--- config.mk ---
export PLATFORM = sky130hd
export DESIGN_NAME = crop_window_sequencer
export DESIGN_NICKNAME = d
export VERILOG_FILES = /design/src/rtl/crop_window_sequencer.sv
export SDC_FILE = /design/constraint.sdc
export NUM_CORES = 1
export LEC_CHECK = 0
export ABC_AREA = 1
export BUFFER_PORTS_ARGS = -buffer_cell sky130_fd_sc_hd__buf_2
export CORE_ASPECT_RATIO = 1.2
export CORE_UTILIZATION = 30
export CTS_CLUSTER_SIZE = 12
export DETAILED_ROUTE_END_ITERATION = 6
export PLACE_DENSITY_LB_ADDON = 0.2
export SYNTH_ARGS = -nofsm -noshare
export SYNTH_HDL_FRONTEND = slang
export SYNTH_SLANG_ARGS = --single-unit
export TNS_END_PERCENT = 1
--- constraint.sdc ---
create_clock -name iCLK -period 3 [get_ports iCLK]
set_clock_uncertainty 0.2 [all_clocks]
set_input_delay 0.3 -clock iCLK [delete_from_list [all_inputs] [get_ports iCLK]]
set_output_delay 0.3 -clock iCLK [all_outputs]
set_load 0.1 [all_outputs]
--- src/rtl/crop_window_sequencer.sv ---
// Crop window sequencer: owns the live crop window, double-buffers host window
// writes onto frame boundaries, tracks raster position and sequences captures.
module crop_window_sequencer #(
  parameter int unsigned H_ACTIVE = 640,
  parameter int unsigned V_ACTIVE = 480,
  parameter int unsigned CW       = 16
) (
  input  logic          iCLK,
  input  logic          iRST,
  input  logic          iDVAL,
  input  logic          iCFG_WR,
  input  logic [CW-1:0] iCFG_XSTART,
  input  logic [CW-1:0] iCFG_XEND,
  input  logic [CW-1:0] iCFG_YSTART,
  input  logic [CW-1:0] iCFG_YEND,
  input  logic          iSTART,
  input  logic          iCONT,
  input  logic          iABORT,
  input  logic [CW-1:0] iDARK_CNT,
  input  logic [CW-1:0] iLIGHT_CNT,
  output logic [CW-1:0] oXSTART,
  output logic [CW-1:0] oXEND,
  output logic [CW-1:0] oYSTART,
  output logic [CW-1:0] oYEND,
  output logic          oCFG_PEND,
  output logic          oCFG_ERR,
  output logic          oBUSY,
  output logic          oCAPTURING,
  output logic          oFRAME_DONE,
  output logic          oABORTED,
  output logic [CW-1:0] oDARK,
  output logic [CW-1:0] oLIGHT,
  output logic [CW-1:0] oFRAME_CNT
);

  typedef enum logic [1:0] {
    ST_IDLE    = 2'd0,
    ST_ARMED   = 2'd1,
    ST_CAPTURE = 2'd2
  } state_t;

  typedef struct packed {
    logic [CW-1:0] xs;
    logic [CW-1:0] xe;
    logic [CW-1:0] ys;
    logic [CW-1:0] ye;
  } win_t;

  localparam logic [CW-1:0] X_LAST   = CW'(H_ACTIVE - 1);
  localparam logic [CW-1:0] Y_LAST   = CW'(V_ACTIVE - 1);
  localparam win_t          FULL_WIN = '{xs: '0, xe: X_LAST, ys: '0, ye: Y_LAST};

  state_t        state_q, state_d;
  logic [CW-1:0] x_q, x_d;
  logic [CW-1:0] y_q, y_d;
  win_t          win_q, win_d;
  win_t          shadow_q, shadow_d;
  logic          pend_q, pend_d;
  logic          err_q, err_d;
  logic          done_q, done_d;
  logic          aborted_q, aborted_d;
  logic [CW-1:0] dark_q, dark_d;
  logic [CW-1:0] light_q, light_d;
  logic [CW-1:0] fcnt_q, fcnt_d;

  logic eof;
  logic cfg_ok;
  win_t cfg_req;

  always_comb begin
    x_d = x_q;
    y_d = y_q;
    eof = 1'b0;
    if (iDVAL) begin
      if (x_q == X_LAST) begin
        x_d = '0;
        if (y_q == Y_LAST) begin
          y_d = '0;
          eof = 1'b1;
        end else begin
          y_d = y_q + CW'(1);
        end
      end else begin
        x_d = x_q + CW'(1);
      end
    end
  end

  always_comb begin
    cfg_req = '{xs: iCFG_XSTART, xe: iCFG_XEND, ys: iCFG_YSTART, ye: iCFG_YEND};
    cfg_ok  = (iCFG_XSTART <= iCFG_XEND) && (iCFG_XEND <= X_LAST) &&
              (iCFG_YSTART <= iCFG_YEND) && (iCFG_YEND <= Y_LAST);
  end

  // Apply reads the pre-write shadow, so a write landing on the boundary
  // cycle stays pending for the following boundary.
  always_comb begin
    win_d    = win_q;
    shadow_d = shadow_q;
    pend_d   = pend_q;
    err_d    = err_q;
    if (pend_q && ((state_q == ST_IDLE) || eof)) begin
      win_d  = shadow_q;
      pend_d = 1'b0;
    end
    if (iCFG_WR) begin
      if (cfg_ok) begin
        shadow_d = cfg_req;
        pend_d   = 1'b1;
        err_d    = 1'b0;
      end else begin
        err_d = 1'b1;
      end
    end
  end

  always_comb begin
    state_d   = state_q;
    done_d    = 1'b0;
    aborted_d = 1'b0;
    dark_d    = dark_q;
    light_d   = light_q;
    fcnt_d    = eof ? fcnt_q + CW'(1) : fcnt_q;
    unique case (state_q)
      ST_IDLE: begin
        if (!iABORT && (iSTART || iCONT)) begin
          state_d = ST_ARMED;
        end
      end
      ST_ARMED: begin
        if (iABORT) begin
          state_d   = ST_IDLE;
          aborted_d = 1'b1;
        end else if (eof) begin
          state_d = ST_CAPTURE;
        end
      end
      ST_CAPTURE: begin
        if (iABORT) begin
          state_d   = ST_IDLE;
          aborted_d = 1'b1;
        end else if (eof) begin
          dark_d  = iDARK_CNT;
          light_d = iLIGHT_CNT;
          done_d  = 1'b1;
          if (!iCONT) begin
            state_d = ST_IDLE;
          end
        end
      end
      default: begin
        state_d = ST_IDLE;
      end
    endcase
  end

  always_ff @(posedge iCLK or negedge iRST) begin
    if (!iRST) begin
      state_q   <= ST_IDLE;
      x_q       <= '0;
      y_q       <= '0;
      win_q     <= FULL_WIN;
      shadow_q  <= FULL_WIN;
      pend_q    <= 1'b0;
      err_q     <= 1'b0;
      done_q    <= 1'b0;
      aborted_q <= 1'b0;
      dark_q    <= '0;
      light_q   <= '0;
      fcnt_q    <= '0;
    end else begin
      state_q   <= state_d;
      x_q       <= x_d;
      y_q       <= y_d;
      win_q     <= win_d;
      shadow_q  <= shadow_d;
      pend_q    <= pend_d;
      err_q     <= err_d;
      done_q    <= done_d;
      aborted_q <= aborted_d;
      dark_q    <= dark_d;
      light_q   <= light_d;
      fcnt_q    <= fcnt_d;
    end
  end

  assign oXSTART     = win_q.xs;
  assign oXEND       = win_q.xe;
  assign oYSTART     = win_q.ys;
  assign oYEND       = win_q.ye;
  assign oCFG_PEND   = pend_q;
  assign oCFG_ERR    = err_q;
  assign oBUSY       = (state_q != ST_IDLE);
  assign oCAPTURING  = (state_q == ST_CAPTURE);
  assign oFRAME_DONE = done_q;
  assign oABORTED    = aborted_q;
  assign oDARK       = dark_q;
  assign oLIGHT      = light_q;
  assign oFRAME_CNT  = fcnt_q;

endmodule

==> results.cfg, run 1 <==
[routing]
totalWireLength_um = 28800
drc = 0
drtAntennaViolNets = 0
drt_iter0_drc = 412
avgRoutedWirePerCell_um = 14.3
drtPass1Iterations = 5
via_count = 9102
via_per_inst = 4.53

[timing]
fin_crit_sh = 0.887
totalNegativeSetupSlack_ps = 0
min_period_ps = 2660
relSlewSlack = 0.489
worst_hold_slack_ps = 175
rsz0062_at_grt = no
hold_viol = 0
slew_viol_final = 0
finalSetupViolCount = 0
worst_pin_slew_ps = 767
fin_ws_ps = 339
max_freq_ghz = 0.376

[die]
core-area_um2 = 34100
dieArea_um2 = 35300
rows = 74
die_h_um = 206
io_pins = 221
start_util = 0.305
dieWidth_um = 172

[setup_path]
critPathArrivalTime_ps = 2880
critPathRequiredTime_ps = 3220
critPathCaptureType = flip-flop
cp_common_cell = nand2_1
path_cells = dlygate4sd3_1, buf_2, ha_1, nand2_1, nor2_1, nand4_1, inv_1, nand4_1, nand2_1, nand3_2, buf_4, nand2_1, nand2_1
crit_fanout = 16
crit_path_start_kind = primary input
crit_buf_inv = 4
cp_top_family = simple AND/OR/NAND/NOR gates
slowest_delay_ps = 520
worst-setup-path-type = primary input to flip-flop
worst_path_max_delay_cell = dlygate4sd3_1

[grt]
use_met1 = 0.206
met2_usage = 0.289
use_met3 = 0.0329
grt_pass1_wl_um = 46900
antenna_found_initial = 0
grt_overflow = 0
grt-busiest-layer = met2
grt_usage = 0.166
grt_max_degree = 88
grt_pass1_vias = 9202

[place]
place_area_um2 = 11900
dp_hpwl_um = 19300
place_inst = 1875
pre_cts_ws_ps = 340
port_buffers = 220
gp_congestion = 0.867

[final_layout]
area_delta_synth_final_pct = 31.0
largest_reg_flops = 64
regMostFlops = shadow_q
fin_nets = 1675
drive_gt1_frac = 0.216
design_area_um2 = 13600
num-fill-cells = 3506
utilization = 0.399
diodes = 0
final_cells = 2008

[yosys]
ys_ff_latch = 214
avgSynthCellArea_um2 = 8.39
syn_inst = 1237
synth_warnings = 0
synth.distinct_cells = 39
yosysTopAreaCell = dfrtp_1
async_flop_share = 1.00
syn_nets = 1378
ys_seq_area_frac = 0.520
synth_area_leaders = dfrtp_1, nand2_1, dfstp_2
synth_edf_count = 0
synthMostInstantiatedCell = nand2_1
ys.flop_type = dfrtp_1
synth_commonest_cells = nand2_1, dfrtp_1, inv_1
syn-cell-area_um2 = 10400
yosysTopAreaCellShare = 0.439

[cts]
cts_made_buffers = 25
clkLatencyLatePin_ps = 530
clk_pin_slew_ps = 60
h-tree-depth = 1
cts_tree = yes
cts.path.max_buffers = 3
cts.sinks = 214
cts_root_buf = clkbuf_16

[pwr]
power_density_nw_per_um2 = 541
p_leak_nw = 7.58
total_power_mw = 7.35
vdd_ir_drop_max_mv = 0.346

[hold_path]
worst_hold_path_type = primary input to async pin

[run]
maxCapViolations = 0

[status]
status = finished clean
==> cells in the final DEF, fill, tap and decap left out, drive strengths merged <==
cell type,netlist,routed
a21boi,1,1
a21o,1,1
a21oi,24,24
a31oi,2,2
and3,2,2
buf,27,235
bufinv,0,2
clkbuf,26,37
clkinv,2,6
clkinvlp,0,1
dfrtp,182,182
dfstp,32,32
dlygate4sd3,0,88
ha,38,38
inv,118,119
nand2,472,472
nand3,100,100
nand3b,2,2
nand4,68,68
nor2,44,44
nor3,31,31
nor3b,1,1
nor4,6,6
o21a,1,1
o21ai,30,30
o31ai,1,1
or2,4,4
xnor2,2,2
xor2,20,20
==> cell type report <==
type | instances | area (um^2) | share of cell area
Tap cell | 456 | 571 | 0.0420
Clock buffer | 37 | 731 | 0.0538
Timing Repair Buffer | 323 | 2150 | 0.159
Multi-Input combinational cell | 850 | 4190 | 0.308
Inverter | 120 | 452 | 0.0332
Clock inverter | 8 | 96.3 | 0.00709
Sequential cell | 214 | 5400 | 0.397
==> worst paths after layout <==
check                                startpoint      endpoint  slack, ps  cells after the start
worst max register to register           y_q[0]    oXSTART[1]        490                     11
worst max-delay path            iCFG_YSTART[15]  shadow_q[17]        340                     13
worst min register to register         oYEND[1]      oYEND[1]        260                      2
worst min-delay path                       iRST    state_q[0]        180                      2
max in group asynchronous                  iRST   shadow_q[1]       1590                      3
min in group iCLK                        iSTART    state_q[0]        180                      6
==> power by group <==
group	internal, mW	total, mW	leakage, nW	switching (mW)
combinational	0.379	1.22	4.40	0.842
sequential	2.98	3.07	2.77	0.0933
clock	1.85	3.06	0.407	1.21
==> cell families after synthesis <==
| kind of cell | synth area share |
|---|---|
| buf+inv | 0.0769 |
| compound gates | 0.0301 |
| simple gates | 0.309 |
| fa+ha+maj | 0.0458 |
| flops | 0.520 |
| xor+xnor | 0.0186 |
==> layer usage <==
layer / vias to the layer above / part of all wire
met3: 48 / 0.060
met4: 0 / 0.021
li1: 4574 / -
met1: 4246 / 0.43
met2: 234 / 0.49
met5: - / 0
==> timing repair <==
| action | 4_1_cts | 5_1_grt |
|---|---|---|
| gates resized for setup | 0 | 0 |
| buffers inserted | 0 | 0 |
| hold buffers | 88 | 0 |
| hold endpoints to repair | 165 | 0 |
| setup endpoints to repair | 0 | 0 |
Power figures use the tool's default switching activity.
==> inputs of run 2 (changes only) <==
Settings changed: CELL_PAD_IN_SITES_DETAIL_PLACEMENT from default to 1, CELL_PAD_IN_SITES_GLOBAL_PLACEMENT from default to 1.
==> run 2 against run 1 <==
Worst hold slack got worse by 100 ps; design area grew 1.0%; die area stayed put; global-route usage rose by 1.2 points; first-iteration DRC count shrank 34%; sequential power hardly changed; non-clock buffer count is 10 higher; via count rose by 2.8%; flip-flop and latch count stayed put; clock power is 6% higher; final cell count is 0.65% higher; critical path type is now flip-flop to output pin; critical endpoint is now oBUSY; largest cell class unchanged.
==> results.cfg, run 2 (synthesis results as in run 1) <==
[pwr]
p_leak_nw = 7.67
vdd_ir_drop_max_mv = 0.360
power_density_nw_per_um2 = 550

[final_layout]
drive_gt1_frac = 0.226
mostFrequentLayoutCell = nand2_1
mostFrequentLayoutCells = nand2_1, buf_2, dfrtp_1
regMostFlops = shadow_q
largest_reg_flops = 64
fin_nets = 1686
diodes = 0
area_delta_synth_final_pct = 32.3

[timing]
slew_viol_final = 0
worst_pin_slew_ps = 568
hold_viol = 0
fin_crit_sh = 0.787
max_freq_ghz = 0.424
min_period_ps = 2360
finalSetupViolCount = 0
rsz0062_at_grt = no
relSlewSlack = 0.621
totalNegativeSetupSlack_ps = 0
worst_hold_slack_ps = 75.4

[grt]
grt_overflow = 0
grt_usage = 0.178
antenna_found_initial = 0
grt_pass1_vias = 9687
grt_max_degree = 72
grt_pass1_wl_um = 50300

[routing]
drt_iter0_drc = 271
via_per_inst = 4.63
drtAntennaViolNets = 0
drc = 0
via_count = 9359
totalWireLength_um = 30900
avgRoutedWirePerCell_um = 15.3
drtPass1Iterations = 4

[place]
port_buffers = 220
gp_congestion = 0.823
dp_hpwl_um = 21900

[setup_path]
worst_path_max_delay_cell = buf_2
cp_common_cell = inv_1
worst-setup-path-type = flip-flop to output pin
crit_path_start_kind = flip-flop
slowest_delay_ps = 470
critPathCaptureType = output pin
crit_fanout = 3
critPathRequiredTime_ps = 2500
critPathArrivalTime_ps = 1860
path_cells = inv_1, ha_1, inv_1, buf_2
reg2reg_slack_ps = 740

[run]
maxCapViolations = 0

[die]
die_h_um = 206
rows = 74
start_util = 0.305
io_pins = 221
dieArea_um2 = 35300
core-area_um2 = 34100
dieWidth_um = 172

[cts]
postCtsSetupRepairBufs = 0
cts_tree = yes
clkLatencyLatePin_ps = 530
ctsResizeCount = 0
cts_root_buf = clkbuf_16
cts.sinks = 214
cts.path.max_buffers = 3
cts_made_buffers = 26
h-tree-depth = 1
clk_pin_slew_ps = 60

[hold_path]
worst_hold_path_type = primary input to async pin

[status]
status = finished clean
==> run 2: worst paths after layout <==
kind | startpoint | to | cells after the start
setup / recovery | state_q[0] | oBUSY | 4
hold / removal | iRST | oDARK[0] | 2
setup reg to reg | y_q[1] | oXSTART[12] | 11
hold reg to reg | oYEND[1] | oYEND[1] | 2
max in group asynchronous | iRST | oXEND[5] | 3
min in group iCLK | iCFG_XEND[13] | shadow_q[63] | 6
==> run 2: report_power, final <==
| part | total [mW] | leakage [nW] | switching [mW] | internal, mW |
|---|---|---|---|---|
| clock network | 3.23 | 0.450 | 1.26 | 1.96 |
| registers | 3.08 | 2.77 | 0.0998 | 2.98 |
| logic | 1.25 | 4.46 | 0.849 | 0.398 |
==> run 2: area by class of cell <==
| type | count | area, um^2 |
|---|---|---|
| Fill cell | 4167 | 20300 |
| Sequential cell | 214 | 5400 |
| Multi-Input combinational cell | 850 | 4190 |
| Timing Repair Buffer | 333 | 2230 |
| Clock buffer | 35 | 767 |
| Tap cell | 456 | 571 |
| Inverter | 120 | 452 |
| Clock inverter | 13 | 121 |
==> run 2: worst max-delay path: cells and delay by family (launching register included) <==
kind | cells | cell delay, ps
buffers and inverters | 3 | 710
DFF | 1 | 370
adders and majority gates | 1 | 230
==> run 2: routing by layer <==
layer	global-route usage	vias to the layer above	part of all wire
met2	0.320	150	0.51
met3	0.0302	38	0.041
met5	0	-	0
met1	0.219	4573	0.43
met4	0.0446	0	0.018
li1	-	4598	-
==> run 2: what timing repair did <==
item                                    4_1_cts  5_1_grt
hold buffers                                 88        0
endpoints found under the setup margin        0        0
endpoints found under the hold margin       237        0
==> run 2: through the flow <==
step	power (mW)	instance area [um^2]	instances	worst slack (ps)	utilization
after floorplan	3.95	10400	1237	731	-
after CTS	7.70	13700	2021	568	0.403
after global placement	4.30	12000	1885	710	0.351
after global routing	7.94	13700	2021	441	0.403
final	7.55	13700	2021	640	0.403
after detailed placement	4.31	12000	1885	651	0.351
